### src/rtl/ray_plane_seq_if.sv
// Request/response bundle between the ray generator, the intersector and the shading stage.
// The master side issues ray/plane pairs and accepts results; the slave side is the engine.
interface ray_plane_seq_if;
  logic        in_valid;
  logic        in_ready;
  logic [95:0] normal;
  logic [95:0] v0;
  logic [95:0] origin;
  logic [95:0] dir;
  logic        out_valid;
  logic        out_ready;
  logic [95:0] p_hit;
  logic [31:0] t_out;
  logic        hit;

  modport master (
    output in_valid, normal, v0, origin, dir, out_ready,
    input  in_ready, out_valid, p_hit, t_out, hit
  );

  modport slave (
    input  in_valid, normal, v0, origin, dir, out_ready,
    output in_ready, out_valid, p_hit, t_out, hit
  );
endinterface

### src/rtl/ray_plane_seq.sv
// Multi-cycle ray/plane intersector: one shared Q16.16 multiplier plus a 1-bit/cycle restoring divider.
// Result 58 cycles after accept (7 when den==0); held in DONE until out_ready, in_ready only in IDLE.
module ray_plane_seq (
  input logic            clk,
  input logic            reset,
  ray_plane_seq_if.slave bus
);
  localparam int DIV_BITS = 48;

  typedef enum logic [2:0] {S_IDLE, S_SUB, S_DOT, S_DIV, S_SCALE, S_DONE} state_t;
  state_t state, state_nxt;

  logic [95:0] normal_r, v0_r, origin_r, dir_r, d_r;
  logic [31:0] num_r, den_r, t_r;
  logic [95:0] p_r;
  logic        hit_r;
  logic [5:0]  cnt;
  logic [47:0] quo_r;
  logic [32:0] rem_r, dvs_r;
  logic        neg_r;

  logic [31:0]        mul_a, mul_b, mul_res, den_fin, sat_q, t_fin;
  logic signed [63:0] prod;
  logic [32:0]        num_mag, den_mag;
  logic [33:0]        rem_sh;
  logic               ge;
  logic [47:0]        quo_nxt;
  logic               accept;

  function automatic logic [31:0] comp(input logic [95:0] v, input logic [5:0] i);
    case (i)
      6'd0:    comp = v[95:64];
      6'd1:    comp = v[63:32];
      default: comp = v[31:0];
    endcase
  endfunction

  // Operand select for the single multiplier: DOT does num x,y,z then den x,y,z; SCALE does t*dir.
  always_comb begin
    mul_a = '0;
    mul_b = '0;
    if (state == S_DOT) begin
      mul_a = (cnt < 6'd3) ? comp(normal_r, cnt) : comp(normal_r, cnt - 6'd3);
      mul_b = (cnt < 6'd3) ? comp(d_r, cnt)      : comp(dir_r, cnt - 6'd3);
    end else if (state == S_SCALE) begin
      mul_a = t_r;
      mul_b = comp(dir_r, cnt);
    end
  end

  assign prod    = 64'($signed(mul_a)) * 64'($signed(mul_b));
  assign mul_res = 32'(prod >>> 16);
  assign den_fin = den_r + mul_res;

  // 33-bit magnitudes keep -2^31 exact.
  assign num_mag = num_r[31]   ? 33'd0 - {1'b1, num_r}   : {1'b0, num_r};
  assign den_mag = den_fin[31] ? 33'd0 - {1'b1, den_fin} : {1'b0, den_fin};

  // Dividend bits leave quo_r from the top while quotient bits enter at the bottom.
  assign rem_sh  = {rem_r, quo_r[47]};
  assign ge      = rem_sh >= {1'b0, dvs_r};
  assign quo_nxt = {quo_r[46:0], ge};
  assign sat_q   = (|quo_nxt[47:31]) ? 32'h7FFF_FFFF : quo_nxt[31:0];
  assign t_fin   = neg_r ? 32'd0 - sat_q : sat_q;

  assign accept  = bus.in_valid && (state == S_IDLE);

  always_ff @(posedge clk or posedge reset) begin
    if (reset) state <= S_IDLE;
    else       state <= state_nxt;
  end

  always_comb begin
    state_nxt     = state;
    bus.in_ready  = 1'b0;
    bus.out_valid = 1'b0;
    case (state)
      S_IDLE: begin
        bus.in_ready = 1'b1;
        if (bus.in_valid) state_nxt = S_SUB;
      end
      S_SUB:   state_nxt = S_DOT;
      S_DOT:   if (cnt == 6'd5) state_nxt = (den_fin == 32'd0) ? S_DONE : S_DIV;
      S_DIV:   if (cnt == 6'(DIV_BITS - 1)) state_nxt = S_SCALE;
      S_SCALE: if (cnt == 6'd2) state_nxt = S_DONE;
      S_DONE: begin
        bus.out_valid = 1'b1;
        if (bus.out_ready) state_nxt = S_IDLE;
      end
      default: state_nxt = S_IDLE;
    endcase
  end

  always_ff @(posedge clk or posedge reset) begin
    if (reset) begin
      normal_r <= '0; v0_r <= '0; origin_r <= '0; dir_r <= '0; d_r <= '0;
      num_r <= '0; den_r <= '0; t_r <= '0; p_r <= '0; hit_r <= 1'b0;
      cnt <= '0; quo_r <= '0; rem_r <= '0; dvs_r <= '0; neg_r <= 1'b0;
    end else begin
      case (state)
        S_IDLE: if (accept) begin
          normal_r <= bus.normal;
          v0_r     <= bus.v0;
          origin_r <= bus.origin;
          dir_r    <= bus.dir;
          num_r    <= '0;
          den_r    <= '0;
          cnt      <= '0;
        end
        S_SUB: d_r <= {v0_r[95:64] - origin_r[95:64],
                       v0_r[63:32] - origin_r[63:32],
                       v0_r[31:0]  - origin_r[31:0]};
        S_DOT: begin
          if (cnt < 6'd3) num_r <= num_r + mul_res;
          else            den_r <= den_fin;
          cnt <= cnt + 6'd1;
          if (cnt == 6'd5) begin
            cnt <= '0;
            if (den_fin == 32'd0) begin
              t_r   <= '0;
              p_r   <= '0;
              hit_r <= 1'b0;
            end else begin
              rem_r <= '0;
              quo_r <= 48'({num_mag, 16'h0000});
              dvs_r <= den_mag;
              neg_r <= num_r[31] ^ den_fin[31];
            end
          end
        end
        S_DIV: begin
          rem_r <= ge ? 33'(rem_sh - {1'b0, dvs_r}) : rem_sh[32:0];
          quo_r <= quo_nxt;
          cnt   <= cnt + 6'd1;
          if (cnt == 6'(DIV_BITS - 1)) begin
            cnt   <= '0;
            t_r   <= t_fin;
            hit_r <= ~t_fin[31];
          end
        end
        S_SCALE: begin
          case (cnt)
            6'd0:    p_r[95:64] <= comp(origin_r, cnt) + mul_res;
            6'd1:    p_r[63:32] <= comp(origin_r, cnt) + mul_res;
            default: p_r[31:0]  <= comp(origin_r, cnt) + mul_res;
          endcase
          cnt <= (cnt == 6'd2) ? 6'd0 : cnt + 6'd1;
        end
        default: ;
      endcase
    end
  end

  assign bus.p_hit = p_r;
  assign bus.t_out = t_r;
  assign bus.hit   = hit_r;
endmodule
### src/flat_wrapper.sv
// flat-port wrapper written by rule: the top's interface ports become plain ports
module ray_plane_seq_flat 
  (clk, reset, bus_in_valid, bus_normal, bus_v0, bus_origin, bus_dir, bus_out_ready, bus_in_ready, bus_out_valid, bus_p_hit, bus_t_out, bus_hit);
  ray_plane_seq_if bus_i ();
  input logic clk;
  input logic reset;
  input wire logic [$bits(bus_i.in_valid)-1:0] bus_in_valid;
  input wire logic [$bits(bus_i.normal)-1:0] bus_normal;
  input wire logic [$bits(bus_i.v0)-1:0] bus_v0;
  input wire logic [$bits(bus_i.origin)-1:0] bus_origin;
  input wire logic [$bits(bus_i.dir)-1:0] bus_dir;
  input wire logic [$bits(bus_i.out_ready)-1:0] bus_out_ready;
  output wire logic [$bits(bus_i.in_ready)-1:0] bus_in_ready;
  output wire logic [$bits(bus_i.out_valid)-1:0] bus_out_valid;
  output wire logic [$bits(bus_i.p_hit)-1:0] bus_p_hit;
  output wire logic [$bits(bus_i.t_out)-1:0] bus_t_out;
  output wire logic [$bits(bus_i.hit)-1:0] bus_hit;
  assign bus_i.in_valid = bus_in_valid;
  assign bus_i.normal = bus_normal;
  assign bus_i.v0 = bus_v0;
  assign bus_i.origin = bus_origin;
  assign bus_i.dir = bus_dir;
  assign bus_i.out_ready = bus_out_ready;
  assign bus_in_ready = bus_i.in_ready;
  assign bus_out_valid = bus_i.out_valid;
  assign bus_p_hit = bus_i.p_hit;
  assign bus_t_out = bus_i.t_out;
  assign bus_hit = bus_i.hit;
  ray_plane_seq u_core (.clk(clk), .reset(reset), .bus(bus_i));
endmodule
### config.mk
export PLATFORM = sky130hd
export DESIGN_NAME = ray_plane_seq_flat
export DESIGN_NICKNAME = d
export VERILOG_FILES = /design/src/rtl/ray_plane_seq_if.sv /design/src/rtl/ray_plane_seq.sv /design/src/flat_wrapper.sv
export SDC_FILE = /design/constraint.sdc
export NUM_CORES = 2
export LEC_CHECK = 0
export CORE_ASPECT_RATIO = 1.4
export CORE_MARGIN = 2
export CORE_UTILIZATION = 45
export CTS_BUF_LIST = sky130_fd_sc_hd__clkbuf_16
export DETAILED_ROUTE_END_ITERATION = 16
export GPL_ROUTABILITY_DRIVEN = 0
export SETUP_SLACK_MARGIN = 0.15
export SYNTH_ARGS = -nofsm -noshare
export SYNTH_HDL_FRONTEND = slang
export SYNTH_SLANG_ARGS = --single-unit
export TNS_END_PERCENT = 30
### constraint.sdc
create_clock -name clk -period 30.5 [get_ports clk]
set_input_delay 4.575 -clock clk [delete_from_list [all_inputs] [get_ports clk]]
set_output_delay 4.575 -clock clk [all_outputs]
set_load 0.05 [all_outputs]
; Yosys cells after proc, flatten, opt, wreduce, memory -nomap -nowiden
; Index checks and enable logic that the tools add are counted.
[op_classes]
eq_ne = 23
reduce_logical = 22
bitwise = 3
mul = 1
mux = 61
n_addsub = 14
order_cmp = 2
[ops]
columns = cell, count
row1 = $mux 32, 24
row2 = $pmux 32 s2, 8
row3 = $mux 96, 2
row4 = $pmux 96 s2, 1
row5 = $add 32x32->32, 5
row6 = $mux 33, 4
row7 = $mux 48, 2
row8 = $pmux 48 s2, 1
row9 = $sub 32x32->32, 3
row10 = $pmux 33 s2, 1
row11 = $sub 1x32->32 const A, 2
row12 = $mul 32x32->48, 1
row13 = $ge 34x33->1, 1
row14 = $sub 1x33->33 const A, 1
row15 = $sub 33x33->33, 1
row16 = $logic_not 32->1, 1
row17 = $mux 6, 4
row18 = $pmux 6 s4, 1
row19 = $ne 2x2->1 const B, 11
row20 = $mux 3, 6
row21 = $pmux 3 s6, 1
row22 = $reduce_or 17->1, 1
row23 = $reduce_and 4->1, 4
row24 = $eq 6x1->1 const B, 2
row25 = other kinds (23), 38
[totals]
ff_bits = 797
wordCells = 144
in_bits = 388
output_inout_bits = 131

; Longest topological paths before layout
[depth]
word_depth = 11
depth_mapped = 66
depth_no_buf = 56

; Least setup slack after synthesis
; OpenSTA, ideal clock, no wires.
[synth_path]
kind = register to register
start = reg u_core.cnt[0]
end = reg u_core.quo_r[47]
path_stages_with_launch = 60
n_path_buf = 11
period_less_slack_ns = 13.909
setup_slack_ns = 16.591
arrival_ns = 13.783
setup_time_ns = 0.126
required_time_ns = 30.374
path_cell_list = dfrtp_1 inv_1 ha_1 buf_2 buf_1 clkbuf_1 buf_1 clkbuf_1 buf_1 buf_1 a222oi_1 nand2_1 a31o_2 clkbuf_1 buf_1 nand2_1 fa_1 inv_1 (+24 left out) ha_1 a21oi_1 a21o_1 nand2_1 nand2_1 or3_1 a21oi_1 or3_1 a311o_1 a21oi_1 o21bai_1 a21oi_1 xor3_1 buf_4 a21oi_1 o21ai_2 buf_4 a221o_1
[synth_between]
elab_chain_cells = 10
[synth_rtl]
columns = element, line
row1 = start: declaration, ray_plane_seq.sv:17  ; logic [5:0] cnt;
row2 = start signal: assignment, ray_plane_seq.sv:116  ; cnt <= cnt + 6'd1;
row3 = start signal: assignment, ray_plane_seq.sv:134  ; cnt <= cnt + 6'd1;
row4 = start signal: assignment, ray_plane_seq.sv:147  ; cnt <= (cnt == 6'd2) ? 6'd0 : cnt + 6'd1;
row5 = $sub 6x2->6, "ray_plane_seq.sv:43, ray_plane_seq.sv:44"
row6 = $eq 6x1->1 / $logic_not 6->1 (equally long branches), ray_plane_seq.sv:31  ; case (i)
row7 = $pmux 32 s2, ray_plane_seq.sv:31
row8 = $mux 32 (on tied branches), "ray_plane_seq.sv:43, ray_plane_seq.sv:44"
row9 = $mux 32, ray_plane_seq.sv:42  ; if (state == S_DOT) begin
row10 = $mul 32x32->48, ray_plane_seq.sv:51  ; assign prod = 64'($signed(mul_a)) * 64'($signed(mul_b));
row11 = $add 32x32->32, ray_plane_seq.sv:53  ; assign den_fin = den_r + mul_res;
row12 = $logic_not 32->1, ray_plane_seq.sv:119  ; if (den_fin == 32'd0) begin
row13 = $ne 2x2->1 (no source line), n/a
row14 = $reduce_and 3->1 (no source line) (*), n/a
row15 = end signal: assignment, ray_plane_seq.sv:125  ; quo_r <= 48'({num_mag, 16'h0000});
row16 = end signal: assignment, ray_plane_seq.sv:133  ; quo_r <= quo_nxt;
row17 = end: declaration, ray_plane_seq.sv:18  ; logic [47:0] quo_r;
; Mark *: on every way between the ends. The rest lies on a longest branch, timed or not.
; A chain may end at the register's enable or synchronous reset.

; Final worst setup path
[layout_path]
start = reg u_core.cnt[0]
end = reg u_core.quo_r[38]
; Same word-level chain as after synthesis.

==> results.py <==
metrics = {
    "die": {
        "fp-row-count": 177,
        "start_util": 0.454,
        "die_w_um": 350,
        "dieArea_um2": 171000,
        "ios": 519,
        "die_h_um": 489,
        "core_area_um2": 166000,
    },
    "setup_path": {
        "start_kind": "flip-flop",
        "critPathMaxFanout": 60,
        "critPathMaxStageDelay_ps": 950,
        "rr_worst_depth": 50,
        "arrival_ps": 17600,
        "worst-setup-path-type": "flip-flop to flip-flop",
        "crit_slowest_cell": "a31oi_1",
        "crit_required_ps": 31080,
        "end_kind": "flip-flop",
    },
    "sta": {
        "finClkSkew_ps": 58.0,
        "slew_headroom": 0.0761,
        "fmax_mhz": 58.8,
        "worst-slew-pin-transition_ps": 1390,
        "finalSetupTns_ps": 0,
        "setup_ws_ps": 13480,
        "setup_violations": 0,
        "hold_viol": 0,
        "rsz0062_at_grt": "false",
        "period_share": 0.558,
        "post-route-min-period_ps": 17020,
        "final-max-slew-violation-count": 0,
    },
    "grt": {
        "grt.overflow.total": 0,
        "grt_max_degree": 178,
        "grt_pass1_vias": 68000,
        "grt_usage": 0.358,
        "antenna_found_initial": 20,
        "grt_pass1_wl_um": 448000,
    },
    "cts": {
        "numCtsBuffers": 86,
        "cts_root_buf": "clkbuf_16",
        "cts_resized": 0,
        "cts_tree": "built",
        "path_clk_slew_ps": 60,
        "cts.path.max_buffers": 3,
        "cts_hold_buf": 0,
        "cts_setup_buffers": 0,
        "htreeDepth": 3,
        "cts_sinks": 797,
        "insertion_delay_ps": 780,
    },
    "synthesis": {
        "synth_common_cells": "nand2_1, fa_1, dfrtp_1, inv_1, nor2_1",
        "yosysSeqAreaShare": 0.264,
        "ys_types": 99,
        "synth_top_area_cell": "dfrtp_1",
        "synth-seq-cells": 797,
        "yosys.area.top_type_share": 0.264,
        "yosysMostFrequentCell": "nand2_1",
        "yosys-top-cells-area": "dfrtp_1, fa_1, nand2_1",
        "synth.net_count": 10200,
        "ys.warnings.count": 0,
        "synth_area_per_cell_um2": 8.83,
        "synthesis.area_um2": 75500,
        "synth_ff_type": "dfrtp_1",
        "syn_inst": 8550,
        "synth_edf_count": 0,
        "async_reset_ff_frac": 1.00,
    },
    "route": {
        "wire_per_inst_um": 27.4,
        "ant_nets": 0,
        "drcViolationCount": 0,
        "drt-pass1-iter-count": 9,
        "viasPerCell": 6.00,
        "wl_um": 306000,
        "drtIter0Drc": 6667,
        "num_vias": 67000,
    },
    "run_status": {
        "status": "finished clean",
    },
    "worst_hold_path": {
        "hold_path_depth": 2,
        "hold_path.class": "flip-flop to flip-flop",
    },
    "cells_and_area": {
        "area_delta_synth_final_pct": 14.4,
        "drive_above_1_share": 0.0477,
        "layout.nets": 10600,
    },
    "placement": {
        "place.port_buffers": 518,
        "pre_cts_ws_ps": 13730,
        "dp_hpwl_um": 236000,
    },
    "job": {
        "cap_viol_max_count": 0,
    },
}
registers in the layout (all words and copies together), names as in the netlist:
signal	flops
u_core.state	3
u_core.quo_r	48
u_core.rem_r	33
u_core.v0_r	96
u_core.den_r	32
u_core.bus.t_out	32
u_core.num_r	32
u_core.dvs_r	33
u_core.bus.p_hit	96
u_core.neg_r	1
u_core.d_r	96
u_core.bus.hit	1
u_core.normal_r	96
u_core.dir_r	96
u_core.origin_r	96
u_core.cnt	6
critical path, delay by kind of cell, from the launching register on:
kind | cells | cell delay, ps
XOR/XNOR | 1 | 190
AND/OR/NAND/NOR | 11 | 2160
buffers and inverters | 8 | 1590
flip-flops | 1 | 510
AO/OA/AOI/OAI | 19 | 7450
adder cells (fa/ha/maj) | 11 | 4820
final timing paths:
check / start / slack (ps) / to
min in group asynchronous: reset / 4350 / u_core.rem_r[4]$_DFFE_PP0P_
setup / recovery: u_core.cnt[0]$_DFFE_PP0P_ / 13480 / u_core.quo_r[38]$_DFFE_PP0P_
max in group asynchronous: reset / 23120 / u_core.dir_r[18]$_DFFE_PP0P_
setup reg to reg: u_core.cnt[0]$_DFFE_PP0P_ / 13480 / u_core.quo_r[38]$_DFFE_PP0P_
hold reg to reg: u_core.d_r[88]$_DFFE_PP0P_ / 480 / u_core.d_r[88]$_DFFE_PP0P_
hold / removal: u_core.d_r[88]$_DFFE_PP0P_ / 480 / u_core.d_r[88]$_DFFE_PP0P_
cells by family (layout without fill, tap and decap cells):
kind of cell,count (synthesis),after routing,share of synthesized area
other,0,10,0
and+or+nand+nor,3170,3170,0.178
adders and majority gates,1299,1299,0.300
muxes,48,48,0.00641
xor gates and xnor gates,353,353,0.0417
DFF,797,797,0.264
AOI/OAI and AO/OA,1670,1670,0.148
buffers and inverters,1213,1595,0.0617
per-layer routing:
layer | wire (µm) | up-vias | GRT usage
met5 | 75 | - | 0
li1 | - | 28900 | -
met3 | 31900 | 975 | 0.101
met4 | 24300 | 12 | 0.235
met2 | 137000 | 3648 | 0.556
met1 | 113000 | 33500 | 0.435
final cells by class:
type	count	area [µm²]
antenna	10	25.0
clock buffer	87	2180
clock inverter	70	798
fill	15500	80000
inverter	746	2810
multi-input combinational	6540	51300
sequential	797	19900
tap	2237	2800
timing repair buffer	692	6520
layout by cell type (no fill, tap or decap), types with 50 or more instances in the layout:
master and count:
o21ai_0 442, nor3_1 97, dfrtp_1 797, xnor2_1 205, nand2b_1 73, o21ai_1 69
nor2_1 521, a21o_1 101, clkdlybuf4s50_1 518, and2_1 154, a22o_1 96, clkbuf_16 87
a21oi_1 309, fa_1 847, nand3_1 185, ha_1 449, inv_1 756, buf_4 172
xor2_1 134, o21a_1 50, nand2_1 1917
per-stage QoR:
stage                     instances   util  area, µm²  hold slack (ps)
after floorplan                8550      -      75500              435
after global placement        11000  0.501      83300              455
after detailed placement      11000  0.501      83300              470
after CTS                     11200  0.519      86300              484
after global routing          11200  0.519      86300              497
final                         11200  0.519      86300              481
Power is not shown: default switching activity piles up to over one toggle a cycle in this logic, so the estimate is an artifact.
